File: config.mk
export PLATFORM = sky130hd
export DESIGN_NAME = bit_reversal_seq_ctrl
export DESIGN_NICKNAME = d
export VERILOG_FILES = /design/src/rtl/bit_reversal_pkg.sv /design/src/rtl/bit_reversal_seq_ctrl.sv
export SDC_FILE = /design/constraint.sdc
export NUM_CORES = 1
export LEC_CHECK = 0
export ABC_AREA = 0
export BUFFER_PORTS_ARGS = -buffer_cell sky130_fd_sc_hd__buf_2
export CORE_MARGIN = 8
export CORE_UTILIZATION = 30
export DETAILED_ROUTE_END_ITERATION = 10
export GPL_TIMING_DRIVEN = 0
export PLACE_DENSITY = 0.56
export SETUP_SLACK_MARGIN = 0.15
export SLEW_MARGIN = 10
export SYNTH_ARGS = -nofsm -noshare
export SYNTH_HDL_FRONTEND = slang
export SYNTH_SLANG_ARGS = --single-unit
export TNS_END_PERCENT = 5
File: constraint.sdc
create_clock -name clk -period 1.86 [get_ports clk]
set_input_delay 0.279 -clock clk [delete_from_list [all_inputs] [get_ports clk]]
set_output_delay 0.279 -clock clk [all_outputs]
set_load 0.02 [all_outputs]
File: src/rtl/bit_reversal_pkg.sv
// Shared types and sizing helpers for the bit-reversal pass sequencer.
package bit_reversal_pkg;

    localparam int STEP_W_DEF = 3;

    typedef enum logic [1:0] {
        ST_IDLE = 2'd0,
        ST_LOAD = 2'd1,
        ST_EVAL = 2'd2,
        ST_DONE = 2'd3
    } state_e;

    // Pass-count width: enough to hold MAX_PASSES itself, not just MAX_PASSES-1.
    function automatic int pass_w(input int max_passes);
        return $clog2(max_passes) + 1;
    endfunction

endpackage

File: src/rtl/bit_reversal_seq_ctrl.sv
// Sequences the registered permutation datapath over a chain of passes,
// feeding each pass's output register back as the next pass's input.
//
// state | meaning
// IDLE  | waiting for start; zero-length and over-length requests answered here
// LOAD  | load datapath input register (external vector on pass 0, feedback after)
// EVAL  | load datapath output register; advance pass/step or finish
// DONE  | result final in output register, held until out_ready
module bit_reversal_seq_ctrl
    import bit_reversal_pkg::*;
#(
    parameter int STEP_W     = STEP_W_DEF,
    parameter int MAX_PASSES = 8,
    parameter int STEP_INC   = 1
) (
    input  logic                          clk,
    input  logic                          rst_n,
    input  logic                          start,
    input  logic [pass_w(MAX_PASSES)-1:0] num_passes,
    input  logic [STEP_W-1:0]             first_step,
    input  logic                          abort,
    output logic                          busy,
    output logic                          dp_sel_fb,
    output logic                          dp_in_en,
    output logic                          dp_out_en,
    output logic [STEP_W-1:0]             dp_step,
    output logic [pass_w(MAX_PASSES)-2:0] pass_idx,
    output logic                          out_valid,
    input  logic                          out_ready,
    output logic                          err_len
);

    localparam int PASS_W = pass_w(MAX_PASSES);
    localparam int IDX_W  = PASS_W - 1;

    state_e              state_q, state_d;
    logic [PASS_W-1:0]   num_q, num_d;
    logic [STEP_W-1:0]   step_q, step_d;
    logic [IDX_W-1:0]    pass_q, pass_d;
    logic                busy_q, busy_d;
    logic                sel_fb_q, sel_fb_d;
    logic                in_en_q, in_en_d;
    logic                out_en_q, out_en_d;
    logic [STEP_W-1:0]   dp_step_q, dp_step_d;
    logic                out_valid_q, out_valid_d;
    logic                err_len_q, err_len_d;
    logic                last_pass;

    assign last_pass = ({1'b0, pass_q} == (num_q - PASS_W'(1)));

    always_comb begin
        state_d     = state_q;
        num_d       = num_q;
        step_d      = step_q;
        pass_d      = pass_q;
        busy_d      = busy_q;
        sel_fb_d    = 1'b0;
        in_en_d     = 1'b0;
        out_en_d    = 1'b0;
        dp_step_d   = dp_step_q;
        out_valid_d = 1'b0;
        err_len_d   = 1'b0;

        // Abort in IDLE simply drops any start: pulses and enables default to 0.
        if (abort) begin
            if (state_q != ST_IDLE) begin
                state_d   = ST_IDLE;
                busy_d    = 1'b0;
                pass_d    = '0;
                step_d    = '0;
                dp_step_d = '0;
            end
        end else begin
            case (state_q)
                ST_IDLE: begin
                    if (start) begin
                        if (num_passes == '0) begin
                            out_valid_d = 1'b1;
                        end else if (num_passes > PASS_W'(MAX_PASSES)) begin
                            err_len_d = 1'b1;
                        end else begin
                            num_d   = num_passes;
                            step_d  = first_step;
                            pass_d  = '0;
                            busy_d  = 1'b1;
                            state_d = ST_LOAD;
                        end
                    end
                end
                ST_LOAD: begin
                    in_en_d   = 1'b1;
                    sel_fb_d  = (pass_q != '0);
                    dp_step_d = step_q;
                    state_d   = ST_EVAL;
                end
                ST_EVAL: begin
                    out_en_d = 1'b1;
                    if (last_pass) begin
                        state_d = ST_DONE;
                    end else begin
                        pass_d  = pass_q + IDX_W'(1);
                        step_d  = step_q + STEP_W'(STEP_INC);
                        state_d = ST_LOAD;
                    end
                end
                ST_DONE: begin
                    if (out_valid_q && out_ready) begin
                        state_d   = ST_IDLE;
                        busy_d    = 1'b0;
                        pass_d    = '0;
                        dp_step_d = '0;
                    end else begin
                        out_valid_d = 1'b1;
                    end
                end
                default: state_d = ST_IDLE;
            endcase
        end
    end

    always_ff @(posedge clk or negedge rst_n) begin
        if (!rst_n) begin
            state_q     <= ST_IDLE;
            num_q       <= '0;
            step_q      <= '0;
            pass_q      <= '0;
            busy_q      <= 1'b0;
            sel_fb_q    <= 1'b0;
            in_en_q     <= 1'b0;
            out_en_q    <= 1'b0;
            dp_step_q   <= '0;
            out_valid_q <= 1'b0;
            err_len_q   <= 1'b0;
        end else begin
            state_q     <= state_d;
            num_q       <= num_d;
            step_q      <= step_d;
            pass_q      <= pass_d;
            busy_q      <= busy_d;
            sel_fb_q    <= sel_fb_d;
            in_en_q     <= in_en_d;
            out_en_q    <= out_en_d;
            dp_step_q   <= dp_step_d;
            out_valid_q <= out_valid_d;
            err_len_q   <= err_len_d;
        end
    end

    assign busy      = busy_q;
    assign dp_sel_fb = sel_fb_q;
    assign dp_in_en  = in_en_q;
    assign dp_out_en = out_en_q;
    assign dp_step   = dp_step_q;
    assign pass_idx  = pass_q;
    assign out_valid = out_valid_q;
    assign err_len   = err_len_q;

endmodule

After elaboration in Yosys (flattened, before gate mapping)
Index checks and enable logic that the tools add are counted.
Operators by class
  bitwise logic cells: 3
  muxes and demuxes: 47
  div/mod/pow operators: 0
  $add $sub $neg: 3
  equal/unequal tests: 10
  order comparisons: 1
  shift operators: 0
  multipliers: 0
  reductions and logical operators: 15
Operators by type and width (number)
  3-bit 2-to-1 mux: 13
  1-bit 2-to-1 mux: 21
  3-bit inequality test (second input constant): 5
  2-bit 2-to-1 mux: 7
  3-bit one-hot mux with 2 select lines: 2
  6-bit AND reduction: 2
  3-bit nonzero test: 4
  5-bit AND reduction: 2
  3-bit one-hot mux with 3 select lines: 1
  2-bit one-hot mux with 4 select lines: 1
  7-bit AND reduction: 1
  3-bit by 1-bit adder with 3-bit output (second input constant): 2
  2-bit equality test (second input constant): 2
  3-bit by 4-bit equality test with 1-bit output: 1
  4-bit > comparator (second input constant): 1
  4-bit zero test: 1
  1-bit one-hot mux with 2 select lines: 2
  4-bit nonzero test: 1
  4-bit by 1-bit subtractor with 4-bit output (second input constant): 1
  1-bit NOT: 3
  3-bit AND reduction: 1
  2-bit by 1-bit equality test with 1-bit output (second input constant): 1
  2-bit zero test: 1
  2-bit by 1-bit inequality test with 1-bit output (second input constant): 1
  2 further kinds: 2
Storage, ports and cells
  register bits after elaboration: 21
  memories kept: 0
  memory bits (writable): 0
  word-level logic and storage cells: 90
  bits in latches: 0
  input bits: 12
  bits in read-only memories: 0

Logic depth before layout (Yosys ltp)
  depth in word-level cells: 6
  gate-level depth with buffers: 8
  mapped depth without buffers: 7

Worst setup path before layout
OpenSTA, ideal clock, no wires.
  path kind: register to register
  from: register state_q[0]
  to: register pass_q[2], in the netlist pass_idx[2]
  cell stages (with the launch flop): 9
  slack: -0.016 ns
  setup time: 0.121 ns
  clock period less this slack: 1.876 ns
  data arrival time: 1.755 ns
  required time: 1.739 ns
  path buffers: 1
  cell sequence: dfrtp_1 inv_1 ha_1 clkbuf_1 nor2b_1 nand3_1 nor2_1 nor3_1 a22o_1
Between the ends
  cells in the longest elaborated chain, start to end: 3
Ends and longest elaborated chain
  from (decl): line bit_reversal_seq_ctrl.sv:36  | state_e state_q, state_d;
  from (signal assigned): line bit_reversal_seq_ctrl.sv:135  | state_q <= state_d;
  2-bit equality test (tied with other cells): line bit_reversal_seq_ctrl.sv:74  | case (state_q)
  3-bit inequality test (no source line) (tied with other cells)
  7-bit AND reduction (no source line) / 3-bit 2-to-1 mux (equally long branches)
  to (signal assigned): line bit_reversal_seq_ctrl.sv:138  | pass_q <= pass_d;
  to (decl): line bit_reversal_seq_ctrl.sv:39  | logic [IDX_W-1:0] pass_q, pass_d;
Several ways; a longest one is shown, not always the timed one.
A chain may end at the register's enable or synchronous reset.

Final worst setup path
  from: register num_q[0]
  to: register step_q[1]
Between the ends
  cells in the longest elaborated chain, start to end: 4
Ends and longest elaborated chain
  from (decl): line bit_reversal_seq_ctrl.sv:37  | logic [PASS_W-1:0] num_q, num_d;
  from (signal assigned): line bit_reversal_seq_ctrl.sv:136  | num_q <= num_d;
  4-bit by 1-bit subtractor with 4-bit output: line bit_reversal_seq_ctrl.sv:49  | assign last_pass = ({1'b0, pass_q} == (num_q - PASS_W'(1)));
  3-bit by 4-bit equality test with 1-bit output: line bit_reversal_seq_ctrl.sv:49
  3-bit inequality test (no source line)
  6-bit AND reduction (no source line)
  to (signal assigned): line bit_reversal_seq_ctrl.sv:137  | step_q <= step_d;
  to (decl): line bit_reversal_seq_ctrl.sv:38  | logic [STEP_W-1:0] step_q, step_d;
No other way between the ends.

==> results.json <==
{
  "crit_fanout": 6,
  "endpoint_kind": "flop",
  "grt_pass1_wl_um": 4290,
  "synth_top_area_frac": 0.445,
  "cts_max_level": 1,
  "track_usage": 0.0855,
  "synth_top_area_cell": "dfrtp_1",
  "min_path_cells": 2,
  "die-area_um2": 6200,
  "drive_above_1_share": 0.364,
  "cpMaxStageDelayCell": "or4_4",
  "ys_ff_latch": 21,
  "rows": 23,
  "reg2reg_depth": 5,
  "critPathArrivalTime_ns": 1.98,
  "synth_area_um2": 1180,
  "viasPerCell": 4.68,
  "hold_class": "primary input to flop",
  "drtPass1Iterations": 4,
  "regArea_um2": 526,
  "slowest_delay_ns": 0.55,
  "clk-insertion-delay-late_ns": 0.26,
  "slew_viol_final": 0,
  "antennaDiodeCount": 0,
  "whs_endpoint": "num_q[1]$_DFFE_PN0P_",
  "power_density_nw_per_um2": 1310,
  "fmax_mhz": 561,
  "status": "completed",
  "antenna_found_initial": 0,
  "area_delta_synth_final_pct": 32.4,
  "crit_type": "flop to flop",
  "root_buffer": "clkbuf_8",
  "cts_tree": "built",
  "initial_core_util": 0.304,
  "skew_ns": 0.00147,
  "yosysWarningCount": 0,
  "fillCellCount": 386,
  "maxCapViolCount": 0,
  "finalInstanceArea_um2": 1560,
  "synth_ff_type": "dfrtp_1",
  "ant_nets": 0,
  "r2r_slack_ns": 0.08,
  "crit_chain": "or4_4 -> nand3_4 -> o21ai_4 -> or4_4 -> nand3_2",
  "period_share": 0.958,
  "port-buffer-count": 22,
  "multi_input_area_um2": 696,
  "cts-buffers-inserted": 3,
  "mostFrequentLayoutCells": "buf_2 (23), dfrtp_1 (21), nand2_1 (15), inv_1 (12), o21ai_0 (9)",
  "avgSynthCellArea_um2": 9.84,
  "path_clk_slew_ns": 0.08,
  "fin_tns_setup_ns": 0,
  "rr_startpoint": "num_q[0]$_DFFE_PN0P_",
  "nets": 175,
  "final_common_cell": "buf_2",
  "place_congestion": 0.787,
  "finalHoldViolations": 0,
  "rsz0062_at_grt": "true",
  "synth_cells": 120,
  "dieWidth_um": 78.7,
  "crit_path_frequent_cell": "or4_4",
  "required_ns": 2.06,
  "drc": 0,
  "fp.dieH_um": 78.7,
  "ys_seq_area_frac": 0.445,
  "wl_per_cell_um": 13.3,
  "grt-ovfl-total": 0,
  "synth_area_leaders": "dfrtp_1 (44%), ha_1 (8.5%), nand2_1 (4.8%)",
  "vdd_ir_drop_max_v": 0.000584,
  "synth_edf_count": 0,
  "relSlewSlack": 0.561,
  "layout_min_cycle_time_ns": 1.78,
  "setup-violations-final": 0,
  "routed_wl_um": 2700,
  "vias": 955,
  "dp_hpwl_um": 1940,
  "yosysUniqueCellTypes": 33,
  "grt_max_degree": 22,
  "coreArea_um2": 3880,
  "cts.path.max_buffers": 2,
  "hp-start": "num_passes[1]",
  "io_pins": 24,
  "grt_pass1_vias": 993,
  "p_leak_nw": 0.735,
  "place_area_um2": 1370,
  "synth_nets": 140,
  "clock-sinks": 21,
  "postSynth.asyncResetShare": 1.00,
  "worst_pin_slew_ns": 0.652,
  "startpoint_type": "flop",
  "critPathTopFamily": "simple AND/OR/NAND/NOR gates",
  "worst-path-buf-inv": 0,
  "r2r_end": "step_q[1]$_DFFE_PN0P_",
  "drt_iter0_drc": 21
}
-- power by group --
part | internal, mW | switching, mW | total [mW]
Clock | 0.149 | 0.153 | 0.302
Combinational | 0.483 | 0.559 | 1.04
Sequential | 0.591 | 0.110 | 0.701
Total | 1.22 | 0.821 | 2.04
-- routing by layer --
| metal | track usage | up-vias | share of wire |
|---|---|---|---|
| met5 | 0 | - | 0 |
| met4 | 0.0185 | 0 | 0.0030 |
| met3 | 0.0339 | 2 | 0.050 |
| met2 | 0.143 | 20 | 0.52 |
| met1 | 0.101 | 454 | 0.43 |
| li1 | - | 479 | - |
-- final cells by class --
type	count	area share
inverter	13	0.0312
clock buffer	3	0.0264
timing repair buffer	30	0.110
sequential	21	0.336
buffer	2	0.00800
clock inverter	1	0.00320
multi-input combinational	84	0.445
tap	50	0.0400
-- worst max-delay path by stage --
stage	start	end	cells past startpoint
6_report	num_q[0]$_DFFE_PN0P_	step_q[1]$_DFFE_PN0P_	5
5_1_grt	num_q[0]$_DFFE_PN0P_	step_q[1]$_DFFE_PN0P_	5
4_1_cts	num_q[0]$_DFFE_PN0P_	step_q[1]$_DFFE_PN0P_	5
3_5_place_dp	state_q[0]$_DFFE_PN0P_	step_q[1]$_DFFE_PN0P_	8
3_3_place_gp	num_passes[1]	step_q[1]$_DFFE_PN0P_	6
2_1_floorplan	num_q[0]$_DFFE_PN0P_	step_q[1]$_DFFE_PN0P_	5
-- stage by stage --
step | setup WS, ns | util | power, mW | hold slack [ns] | std cells
6_report | 0.0779 | 0.403 | 2.04 | 0.299 | 204
5_1_grt | 0.0298 | 0.403 | 2.22 | 0.299 | 204
4_1_cts | 0.0979 | 0.384 | 1.91 | 0.297 | 202
3_5_place_dp | -0.0527 | 0.352 | 1.49 | 0.267 | 192
3_3_place_gp | -0.0573 | 0.352 | 1.47 | 0.260 | 192
2_1_floorplan | 0.112 | - | 1.28 | -0.0166 | 120
-- logic make-up after synthesis --
kind of cell    synth area share
xor+xnor                  0.0413
mux                       0.0625
simple gates               0.178
flops                      0.445
buf+inv                   0.0487
fa+ha+maj                 0.0847
compound gates             0.140
-- flip-flops by register name, summed over array words and instances, names as in the netlist, 2 cells and up --
signal    flops
step_q        3
state_q       2
dp_step       3
num_q         4
pass_idx      3
-- repair_timing --
item                                    CTS  global route
hold buffers                              1             0
setup buffers                             5             2
endpoints found under the setup margin   10            10
pin swaps                                 2             2
gates resized for setup                   7            10
hold endpoints to repair                 21             0
-- Yosys cell counts, drive strengths merged, types with 2 or more instances --
cell type  instances
dfrtp             21
o211ai             3
or4                2
a21oi              4
nor2b              3
mux2               3
nand2             15
nor2               4
and2               2
nand3              6
nor3               4
inv               13
xor2               2
nand3b             2
o21ai             10
mux2i              4
ha                 8
(Power assumes the default switching activity.)
